<file path="config.mk">
export PLATFORM = sky130hd
export DESIGN_NAME = inv_linear_map_stream
export DESIGN_NICKNAME = d
export VERILOG_FILES = /design/src/rtl/inv_linear_map_stream.sv
export SDC_FILE = /design/constraint.sdc
export NUM_CORES = 1
export LEC_CHECK = 0
export CORE_MARGIN = 2
export CORE_UTILIZATION = 37
export CTS_CLUSTER_SIZE = 8
export DETAILED_ROUTE_END_ITERATION = 16
export PLACE_DENSITY_LB_ADDON = 0.05
export SETUP_SLACK_MARGIN = 0.5
export SYNTH_ARGS = -nofsm -noshare
export SYNTH_HDL_FRONTEND = slang
export SYNTH_SLANG_ARGS = --single-unit
export TNS_END_PERCENT = 5
</file>
<file path="constraint.sdc">
create_clock -name clk -period 2.97 [get_ports clk]
set_clock_uncertainty 0.1 [all_clocks]
set_input_delay 0.297 -clock clk [delete_from_list [all_inputs] [get_ports clk]]
set_output_delay 0.297 -clock clk [all_outputs]
set_load 0.05 [all_outputs]
</file>
<file path="src/rtl/inv_linear_map_stream.sv">
// Inverse GF(2) linear byte map in a two-stage valid/ready pipeline with block framing.
// Define INV_LINEAR_MAP_CHECK_EN to add a forward-map self-check that drives check_err.
module inv_linear_map_stream #(
  parameter int BLOCK_BYTES = 16
) (
  input  logic       clk,
  input  logic       rst_n,
  input  logic       in_valid,
  output logic       in_ready,
  input  logic [7:0] data_in,
  output logic       out_valid,
  input  logic       out_ready,
  output logic [7:0] data_out,
  output logic       out_last,
  output logic [7:0] byte_cnt
`ifdef INV_LINEAR_MAP_CHECK_EN
  ,
  output logic       check_err
`endif
);

  localparam logic [7:0] LAST_IDX = 8'(BLOCK_BYTES - 1);

  function automatic logic [7:0] inv_map(input logic [7:0] x);
    logic [7:0] y;
    y[0] = x[1] ^ x[4];
    y[1] = x[0] ^ x[1] ^ x[3] ^ x[5] ^ x[6] ^ x[7];
    y[2] = x[0] ^ x[2] ^ x[3] ^ x[5] ^ x[6] ^ x[7];
    y[3] = x[1] ^ x[6];
    y[4] = x[1] ^ x[2] ^ x[3] ^ x[4] ^ x[5] ^ x[6];
    y[5] = x[1] ^ x[4] ^ x[5] ^ x[7];
    y[6] = x[1] ^ x[5];
    y[7] = x[2];
    return y;
  endfunction

  logic       s1_valid;
  logic       s2_valid;
  logic [7:0] s1_data;
  logic [7:0] s2_data;
  logic       s2_adv;
  logic       s1_adv;

  assign s2_adv    = !s2_valid || out_ready;
  assign s1_adv    = !s1_valid || s2_adv;
  // Gating with rst_n keeps upstream from handshaking while the pipe is being cleared.
  assign in_ready  = rst_n && s1_adv;

  assign out_valid = s2_valid;
  assign data_out  = s2_data;
  assign out_last  = s2_valid && (byte_cnt == LAST_IDX);

  always_ff @(posedge clk) begin
    if (!rst_n) begin
      s1_valid <= 1'b0;
      s2_valid <= 1'b0;
      s2_data  <= 8'h00;
      byte_cnt <= 8'h00;
    end else begin
      if (s1_adv) begin
        s1_valid <= in_valid;
      end
      if (s2_adv) begin
        s2_valid <= s1_valid;
        if (s1_valid) begin
          s2_data <= inv_map(s1_data);
        end
      end
      if (s2_valid && out_ready) begin
        byte_cnt <= (byte_cnt == LAST_IDX) ? 8'h00 : byte_cnt + 8'h01;
      end
    end
  end

  // Data register carries no reset; s1_valid alone decides whether it means anything.
  always_ff @(posedge clk) begin
    if (in_valid && in_ready) begin
      s1_data <= data_in;
    end
  end

`ifdef INV_LINEAR_MAP_CHECK_EN
  function automatic logic [7:0] fwd_map(input logic [7:0] y);
    logic [7:0] x;
    x[0] = y[1] ^ y[4] ^ y[5] ^ y[6] ^ y[7];
    x[1] = y[1] ^ y[2] ^ y[7];
    x[2] = y[7];
    x[3] = y[0] ^ y[3] ^ y[4] ^ y[6] ^ y[7];
    x[4] = y[0] ^ y[1] ^ y[2] ^ y[7];
    x[5] = y[1] ^ y[2] ^ y[6] ^ y[7];
    x[6] = y[1] ^ y[2] ^ y[3] ^ y[7];
    x[7] = y[0] ^ y[1] ^ y[2] ^ y[5] ^ y[6] ^ y[7];
    return x;
  endfunction

  logic [7:0] s2_src;

  always_ff @(posedge clk) begin
    if (s2_adv && s1_valid) begin
      s2_src <= s1_data;
    end
  end

  // Sticky until reset so a single corrupted byte is never missed by slow polling.
  always_ff @(posedge clk) begin
    if (!rst_n) begin
      check_err <= 1'b0;
    end else if (s2_valid && (fwd_map(s2_data) != s2_src)) begin
      check_err <= 1'b1;
    end
  end
`endif

endmodule

</file>
==> results of run 1 <==
state kept, by name, summed over array words and instances, names as in the netlist:
signal and flops:
data_out 8, byte_cnt 8, s1_data 8, out_valid 1, s1_valid 1
power groups by stage:
stage / logic, W / registers, W / clock network (W)
floorplan: 0.0000560 / 0.000434 / 0
global placement: 0.000134 / 0.000404 / 0
detailed placement: 0.000134 / 0.000404 / 0
CTS: 0.000134 / 0.000396 / 0.000217
global route: 0.000142 / 0.000399 / 0.000236
finish: 0.000133 / 0.000396 / 0.000209
critical path: cells and delay by family (launching register included):
kind | cells | cell delay (ns)
flip-flops | 1 | 0.37
AND/OR/NAND/NOR | 2 | 0.74
buffers and inverters | 1 | 0.54
final timing paths:
check / start / to / cells past startpoint
setup / recovery: byte_cnt[4]$_SDFFE_PN0P_ / out_last / 3
hold / removal: data_out[7]$_SDFFE_PN0P_ / data_out[7]$_SDFFE_PN0P_ / 2
setup reg to reg: byte_cnt[4]$_SDFFE_PN0P_ / byte_cnt[7]$_SDFFE_PN0P_ / 3
hold reg to reg: data_out[7]$_SDFFE_PN0P_ / data_out[7]$_SDFFE_PN0P_ / 2
kinds of logic (layout without fill, tap and decap cells):
group / after synthesis / count (layout) / synth area share, %
compound gates: 30 / 30 / 16.1
xor+xnor: 14 / 14 / 15.7
fa+ha+maj: 1 / 1 / 1.10
buf+inv: 7 / 39 / 2.31
flops: 26 / 26 / 52.8
simple gates: 26 / 26 / 12.0
cell type report:
| type | instances | area [um^2] |
|---|---|---|
| fillers | 279 | 1450 |
| flip-flops and latches | 26 | 601 |
| multi-input cells | 71 | 515 |
| repair buffers | 31 | 309 |
| clock buffers | 4 | 47.5 |
| well taps | 33 | 41.3 |
| inverters | 4 | 15.0 |
layout by cell type (no fill, tap or decap), types with 2 or more instances in the layout:
cell type and count:
a211oi_1 5, a21oi_1 16, clkbuf_4 3, clkdlybuf4s50_1 28, dfxtp_1 18, edfxtp_1 8, inv_1 4, nand2_1 4
nand3_1 5, nor2_1 4, nor3_1 2, o21ai_0 4, o31ai_1 2, or3_1 3, or4_1 3, xnor2_1 7
xnor3_1 3, xor2_1 2
timing repair:
item | in CTS | in global routing
gates resized for setup | 1 | 1
hold endpoints to repair | 0 | 0
gates cloned | 0 | 0
setup endpoints to repair | 1 | 2
routing by layer:
metal	up-vias	GRT usage, %	routed length, um
met5	-	0	0
met4	0	7.79	23
met3	2	1.97	67
met2	20	22.9	1090
met1	413	17.6	1030
li1	442	-	-
metrics by stage:
step	worst slack, ns	util (%)	instance area, um^2	total power (W)	hold WS (ns)
final	0.595	51.3	1530	0.000739	0.390
after CTS	0.503	51.3	1530	0.000747	0.392
after detailed placement	0.537	49.7	1480	0.000538	0.372
after floorplan	0.537	-	1140	0.000490	0.296
after global placement	0.570	49.7	1480	0.000537	0.371
after global routing	0.471	51.3	1530	0.000776	0.398
==> results_dict.tcl, run 1 <==
set metrics [dict create \
    outcome "finished, final reports clean" \
    drt_wl_total_um 2210 \
    nets 150 \
    final.period_utilization_pct 80.0 \
    grt_pass1_vias 851 \
    diodes 0 \
    syn_area_um2 1140 \
    setup_violations 0 \
    critPathArrivalTime_ns 1.98 \
    cts_tree "built" \
    synth-edff-count 8 \
    dieHeight_um 59.4 \
    fin_setup_tns_ns 0 \
    synth_seq_cells 26 \
    placement_rows 20 \
    cts_hold_buffers 0 \
    p_sw_share_pct 25.9 \
    clock-sinks 26 \
    maxCapViolations 0 \
    r2r_setup_slack_ns 1.26 \
    synth_top_cell_area_share_pct 31.7 \
    synthTopCellsByArea "dfxtp_1 (32%), edfxtp_1 (21%), a21oi_1 (7.0%)" \
    max-vdd-ir-drop_uv 283 \
    slowest_stage "or4_1" \
    final_max_slew_viol_count 0 \
    post_drt_wl_per_cell_um 13.1 \
    overflow 0 \
    synth.cells.most_frequent "dfxtp_1 (18), a21oi_1 (16), edfxtp_1 (8)" \
    end_kind "primary output" \
    grt_max_degree 16 \
    dp_cells 165 \
    path_cells "or4_1, nor3_2, dlygate4sd2_1" \
    antenna_found_initial 0 \
    dpl.hpwl_um 1660 \
    clkPwrFrac_pct 28.3 \
    final_cells 169 \
    grt_pass1_wl_um 3700 \
    hold_viol_final 0 \
    ant_nets 0 \
    yosysSeqAreaShare_pct 52.8 \
    cts_made_buffers 3 \
    ys_async_sr_fraction_pct 0 \
    synth_area_per_cell_um2 10.9 \
    drt_iter0_drc 42 \
    rsz0062_at_grt "yes" \
    synth_area_leader_cell "dfxtp_1" \
    core-area_um2 2980 \
    intPower_w 0.000547 \
    remaining_drc_errors 0 \
    relSlewSlack_pct 66.5 \
    gp_congestion 0.735 \
    critPathLaunchType "flip-flop" \
    cts.clk_slew.worst_paths_ns 0.15 \
    min_path_type "flip-flop to flip-flop" \
    slowest_delay_ns 0.58 \
    start_util_pct 38.2 \
    cts-root-buf "clkbuf_4" \
    ys_dominant_reg_cell "dfxtp_1" \
    clock_path_buffers 2 \
    ios 31 \
    worstSkewPairLatency_ns 0.33 \
    die_area_um2 3530 \
    grt_use_total_pct 14.0 \
    worst_slew_pin_slew_ns 0.500 \
    syn_nets 117 \
    fp.dieW_um 59.4 \
    vias 877 \
    firstDrtPassIters 4 \
    post-synth-top-count-cell "dfxtp_1" \
    syn_inst 104 \
    switchingPower_w 0.000192 \
    path_max_fanout 6 \
    period_minus_slack_ns 2.37 \
    synth.distinct_cells 27 \
    pwr-share-seq_pct 53.6 \
    combPwrFrac_pct 18.0 \
    p_per_area_nw_per_um2 483 \
    p_leak_nw 0.555 \
    cts_setup_buffers 0 \
    criticalPathCategory "flip-flop to primary output" \
    fmax_ghz 0.421 \
    htreeDepth 1 \
    crit_required_ns 2.57 \
    portBuffers 30 \
    drive_gt1_share_pct 6.62 \
    syn_to_final_growth_pct 34.4 \
    avgViaCountPerCell 5.19 \
    ys_warn_count 0 \
]
Power figures use the tool's default switching activity.
==> run 2: changes to the inputs <==
==> constraint.sdc (replaced) <==
create_clock -name clk -period 2.3 [get_ports clk]
set_clock_uncertainty 0.1 [all_clocks]
set_input_delay 0.23 -clock clk [delete_from_list [all_inputs] [get_ports clk]]
set_output_delay 0.23 -clock clk [all_outputs]
set_load 0.05 [all_outputs]
==> results_dict.tcl, run 2 (synthesized netlist as in run 1, its figures left out) <==
set metrics [dict create \
    grt_pass1_vias 924 \
    cts-root-buf "clkbuf_4" \
    start_util_pct 38.2 \
    min_path_type "input port to flip-flop" \
    cts.clk_slew.worst_paths_ns 0.14 \
    path_cells "or4_4, nor3_4, buf_12" \
    htreeDepth 1 \
    critPathLaunchType "flip-flop" \
    overflow 0 \
    p_leak_nw 0.576 \
    place_area_um2 1520 \
    grt_pass1_wl_um 4110 \
    ios 31 \
    pwr-share-seq_pct 51.1 \
    r2r_setup_slack_ns 0.51 \
    drive_gt1_share_pct 15.7 \
    fin_setup_tns_ns 0 \
    intPower_w 0.000753 \
    cts_hold_buffers 0 \
    fp.dieW_um 59.4 \
    nets 154 \
    clkPwrFrac_pct 31.2 \
    syn_to_final_growth_pct 41.9 \
    avgViaCountPerCell 5.30 \
    drt_iter0_drc 30 \
    clock-sinks 26 \
    slowest_stage "or4_4" \
    cts_tree "built" \
    combPwrFrac_pct 17.8 \
    worst_slew_pin_slew_ns 0.497 \
    worstSkewPairLatency_ns 0.32 \
    min_to "s1_data[0]$_DFFE_PP_" \
    p_total_w 0.00100 \
    setup_ws_ns 0.378 \
    final.period_utilization_pct 83.6 \
    fmax_ghz 0.520 \
    slowest_delay_ns 0.56 \
    dpl_worst_slack_ns 0.300 \
    vias 917 \
    p_sw_share_pct 24.8 \
    die_area_um2 3530 \
    switchingPower_w 0.000249 \
    rr_endpoint "byte_cnt[0]$_SDFFE_PN0P_" \
    final_max_slew_viol_count 0 \
    dpl.hpwl_um 1710 \
    hold_depth 1 \
    remaining_drc_errors 0 \
    firstDrtPassIters 4 \
    portBuffers 30 \
    p_per_area_nw_per_um2 620 \
    outcome "finished, final reports clean" \
    timing.critical_path.buf_inv 1 \
    dieHeight_um 59.4 \
    placement_rows 20 \
    fillers 273 \
    crit_family "simple AND/OR/NAND/NOR gates" \
    post_drt_wl_per_cell_um 14.0 \
    drt_wl_total_um 2420 \
    grt_use_total_pct 15.8 \
    rsz0062_at_grt "yes" \
    path_max_fanout 2 \
    end_kind "primary output" \
    diodes 0 \
    criticalPathCategory "flip-flop to primary output" \
    fin_area_um2 1610 \
    cts_made_buffers 3 \
    critPathArrivalTime_ns 1.59 \
    gp_congestion 0.788 \
    maxCapViolations 0 \
    period_minus_slack_ns 1.92 \
    hold_viol_final 0 \
    reg2regPathDepth 4 \
    clock_path_buffers 2 \
    ant_nets 0 \
    relSlewSlack_pct 66.8 \
    final_common_cell "clkdlybuf4s50_1" \
    max-vdd-ir-drop_uv 531 \
    antenna_found_initial 0 \
    rr_startpoint "byte_cnt[7]$_SDFFE_PN0P_" \
    grt_max_degree 16 \
    core-area_um2 2980 \
    crit_required_ns 1.97 \
    setup_violations 0 \
    layout_common_cells "clkdlybuf4s50_1 (28), a21oi_1 (15), dfxtp_1 (14)" \
    hold_start "data_in[0]" \
]
## run 2: cell types whose count changed in the layout (fill, tap and decap cells not counted), sizes merged
cell	delta
dlygate4sd2	-1
bufinv	+1
clkbuf	-1
dlymetal6s2s	-1
buf	+6
## run 2: what timing repair did
action	4_1_cts	5_1_grt
setup buffers	4	0
setup endpoints to repair	19	24
pin swaps	2	2
resized for setup	3	2
## run 2: stage by stage
stage / cells / hold slack (ns) / utilization (%)
floorplan: 104 / 0.229 / -
global placement: 165 / 0.377 / 51.0
detailed placement: 165 / 0.380 / 51.0
CTS: 173 / 0.339 / 54.0
global route: 173 / 0.323 / 54.2
finish: 173 / 0.353 / 54.2
## run 2: how the worst max path moves through the flow
stage / endpoint / startpoint / cells after the start / slack [ns]
6_report: out_last / byte_cnt[7]$_SDFFE_PN0P_ / 3 / 0.38
5_1_grt: out_last / byte_cnt[7]$_SDFFE_PN0P_ / 3 / 0.30
4_1_cts: out_last / byte_cnt[4]$_SDFFE_PN0P_ / 3 / 0.34
3_5_place_dp: s1_data[1]$_DFFE_PP_ / out_ready / 4 / 0.30
3_3_place_gp: s1_data[3]$_DFFE_PP_ / out_ready / 4 / 0.34
2_1_floorplan: byte_cnt[6]$_SDFFE_PN0P_ / byte_cnt[0]$_SDFFE_PN0P_ / 4 / 0.34
## run 2: power by group through the flow
stage | Combinational (W) | Sequential (W) | Clock [W]
after floorplan | 0.0000747 | 0.000560 | 0
after global placement | 0.000178 | 0.000522 | 0
after detailed placement | 0.000179 | 0.000522 | 0
after CTS | 0.000181 | 0.000512 | 0.000321
after global routing | 0.000189 | 0.000515 | 0.000342
final | 0.000178 | 0.000511 | 0.000312
## run 2: worst reg2reg max path: cells and delay by family (launching register included)
family                 cells  cell delay (ns)
AND/OR/NAND/NOR            2             0.65
AO/OA/AOI/OAI              1             0.43
flip-flops                 1             0.35
buffers and inverters      1             0.16
## run 2: routing by layer
layer	global-route usage [%]	share of wire, %	vias up
met5	0	0	-
met4	2.92	0.74	0
li1	-	-	453
met2	27.9	53	23
met3	4.59	3.9	2
met1	19.0	42	439
## run 2: area by class of cell
| type | instances | area [um^2] | area share (%) |
|---|---|---|---|
| repair buffers | 35 | 358 | 22.2 |
| flip-flops and latches | 26 | 606 | 37.5 |
| multi-input cells | 71 | 542 | 33.6 |
| well taps | 33 | 41.3 | 2.56 |
| clock inverters | 1 | 30.0 | 1.86 |
| clock buffers | 3 | 22.5 | 1.40 |
| inverters | 4 | 15.0 | 0.930 |
==> run 3: changes to the inputs <==
==> constraint.sdc (replaced) <==
create_clock -name clk -period 1.8 [get_ports clk]
set_clock_uncertainty 0.1 [all_clocks]
set_input_delay 0.18 -clock clk [delete_from_list [all_inputs] [get_ports clk]]
set_output_delay 0.18 -clock clk [all_outputs]
set_load 0.05 [all_outputs]
==> results_dict.tcl, run 3 (synthesized netlist as in run 1, its figures left out) <==
set metrics [dict create \
    crit_family "simple AND/OR/NAND/NOR gates" \
    dpl.hpwl_um 1820 \
    portBuffers 30 \
    criticalPathCategory "flip-flop to primary output" \
    p_leak_nw 0.667 \
    slowest_delay_ns 0.56 \
    p_total_w 0.00115 \
    antenna_found_initial 0 \
    rsz0062_at_grt "yes" \
    final_cells 181 \
    final_max_slew_viol_count 0 \
    fmax_ghz 0.544 \
    htreeDepth 1 \
    drt_iter0_drc 27 \
    syn_to_final_growth_pct 49.6 \
    drive_gt1_share_pct 42.6 \
    grt_max_degree 15 \
    drt_wl_total_um 2540 \
    placement_rows 20 \
    cts.clk_slew.worst_paths_ns 0.13 \
    violations "setup timing" \
    gp_congestion 0.800 \
    die_area_um2 3530 \
    dp_cells 174 \
    overflow 0 \
    cts_made_buffers 3 \
    r2r_setup_slack_ns 0.08 \
    hold_depth 3 \
    reg2regPathDepth 5 \
    outcome "complete, but fails checks" \
    worstSkewPairLatency_ns 0.31 \
    min_to "byte_cnt[1]$_SDFFE_PN0P_" \
    hold_viol_final 0 \
    path_cells "or4_4, nor3_4, buf_12" \
    clock_path_buffers 2 \
    worst_slew_pin_slew_ns 0.473 \
    fillers 267 \
    max-vdd-ir-drop_uv 443 \
    vias 929 \
    hold_start "out_ready" \
    fin_area_um2 1700 \
    start_util_pct 38.2 \
    cts_hold_buffers 0 \
    critPathArrivalTime_ns 1.56 \
    final.period_utilization_pct 102 \
    remaining_drc_errors 0 \
    rr_endpoint "byte_cnt[4]$_SDFFE_PN0P_" \
    grt_pass1_wl_um 4080 \
    rr_startpoint "byte_cnt[4]$_SDFFE_PN0P_" \
    nets 162 \
    firstDrtPassIters 4 \
    slowest_stage "or4_4" \
    maxCapViolations 0 \
    crit_required_ns 1.52 \
    grt_use_total_pct 15.5 \
    critPathLaunchType "flip-flop" \
    setup_ws_ns -0.0389 \
    avgViaCountPerCell 5.13 \
    min_path_type "input port to flip-flop" \
    core-area_um2 2980 \
    timing.critical_path.buf_inv 1 \
    ant_nets 0 \
    cts-root-buf "clkbuf_4" \
    grt_pass1_vias 904 \
    ios 31 \
    relSlewSlack_pct 68.3 \
    period_minus_slack_ns 1.84 \
    diodes 0 \
    place_area_um2 1610 \
    p_per_area_nw_per_um2 673 \
    fp.dieW_um 59.4 \
    path_max_fanout 4 \
    setup_violations 1 \
    dieHeight_um 59.4 \
    end_kind "primary output" \
    fin_setup_tns_ns -0.0389 \
    layout_common_cells "a21oi_1 (15), buf_4 (15), clkdlybuf4s50_1 (10), buf_2 (10)" \
    post_drt_wl_per_cell_um 14.0 \
    cts_tree "built" \
    clock-sinks 26 \
]
## run 3: per-layer routing
layer	up-vias	wire, um	track usage, %
met2	22	1350	27.0
met3	2	103	1.97
li1	464	-	-
met4	0	20	4.87
met1	441	1070	19.7
met5	-	0	0
## run 3: what timing repair did
item,4_1_cts,5_1_grt
cloned,0,0
pin swaps,19,16
setup endpoints to repair,36,25
setup buffers,3,0
gates resized for setup,87,10
## run 3: power breakdown
part	switching (W)	leakage, nW	internal [W]
combinational	0.000135	0.423	0.000115
sequential	0.0000227	0.228	0.000624
clock	0.000162	0.0150	0.0000864
total	0.000320	0.667	0.000826
## run 3: final cells by class
cell class | instances | area [um^2] | share of cell area (%)
clock buffers | 4 | 26.3 | 1.54
multi-input cells | 71 | 631 | 37.1
inverters | 4 | 15.0 | 0.882
well taps | 33 | 41.3 | 2.43
repair buffers | 43 | 360 | 21.2
flip-flops and latches | 26 | 628 | 36.9
## run 3: worst register-to-register path, stage by stage (launching register included)
cell,delay (ns)
dfxtp_4,0.37
or4_4,0.56
buf_4,0.16
o31ai_2,0.22
buf_4,0.17
a21oi_1,0.04
## run 3: how the worst max path moves through the flow
stage	start	end	slack, ns	cells past startpoint
4_1_cts	byte_cnt[4]$_SDFFE_PN0P_	out_last	-0.11	3
2_1_floorplan	byte_cnt[7]$_SDFFE_PN0P_	out_last	0.07	2
3_5_place_dp	out_ready	byte_cnt[7]$_SDFFE_PN0P_	0.03	4
6_report	byte_cnt[4]$_SDFFE_PN0P_	out_last	-0.04	3
5_1_grt	byte_cnt[4]$_SDFFE_PN0P_	out_last	-0.09	3
3_3_place_gp	out_ready	byte_cnt[7]$_SDFFE_PN0P_	0.05	4
## run 3: metrics by stage
stage / setup WS (ns) / hold slack (ns) / utilization (%)
floorplan: 0.0688 / 0.179 / -
global placement: 0.0496 / 0.377 / 53.9
detailed placement: 0.0301 / 0.378 / 53.9
CTS: -0.108 / 0.254 / 55.6
global route: -0.0896 / 0.287 / 57.1
finish: -0.0389 / 0.270 / 57.1
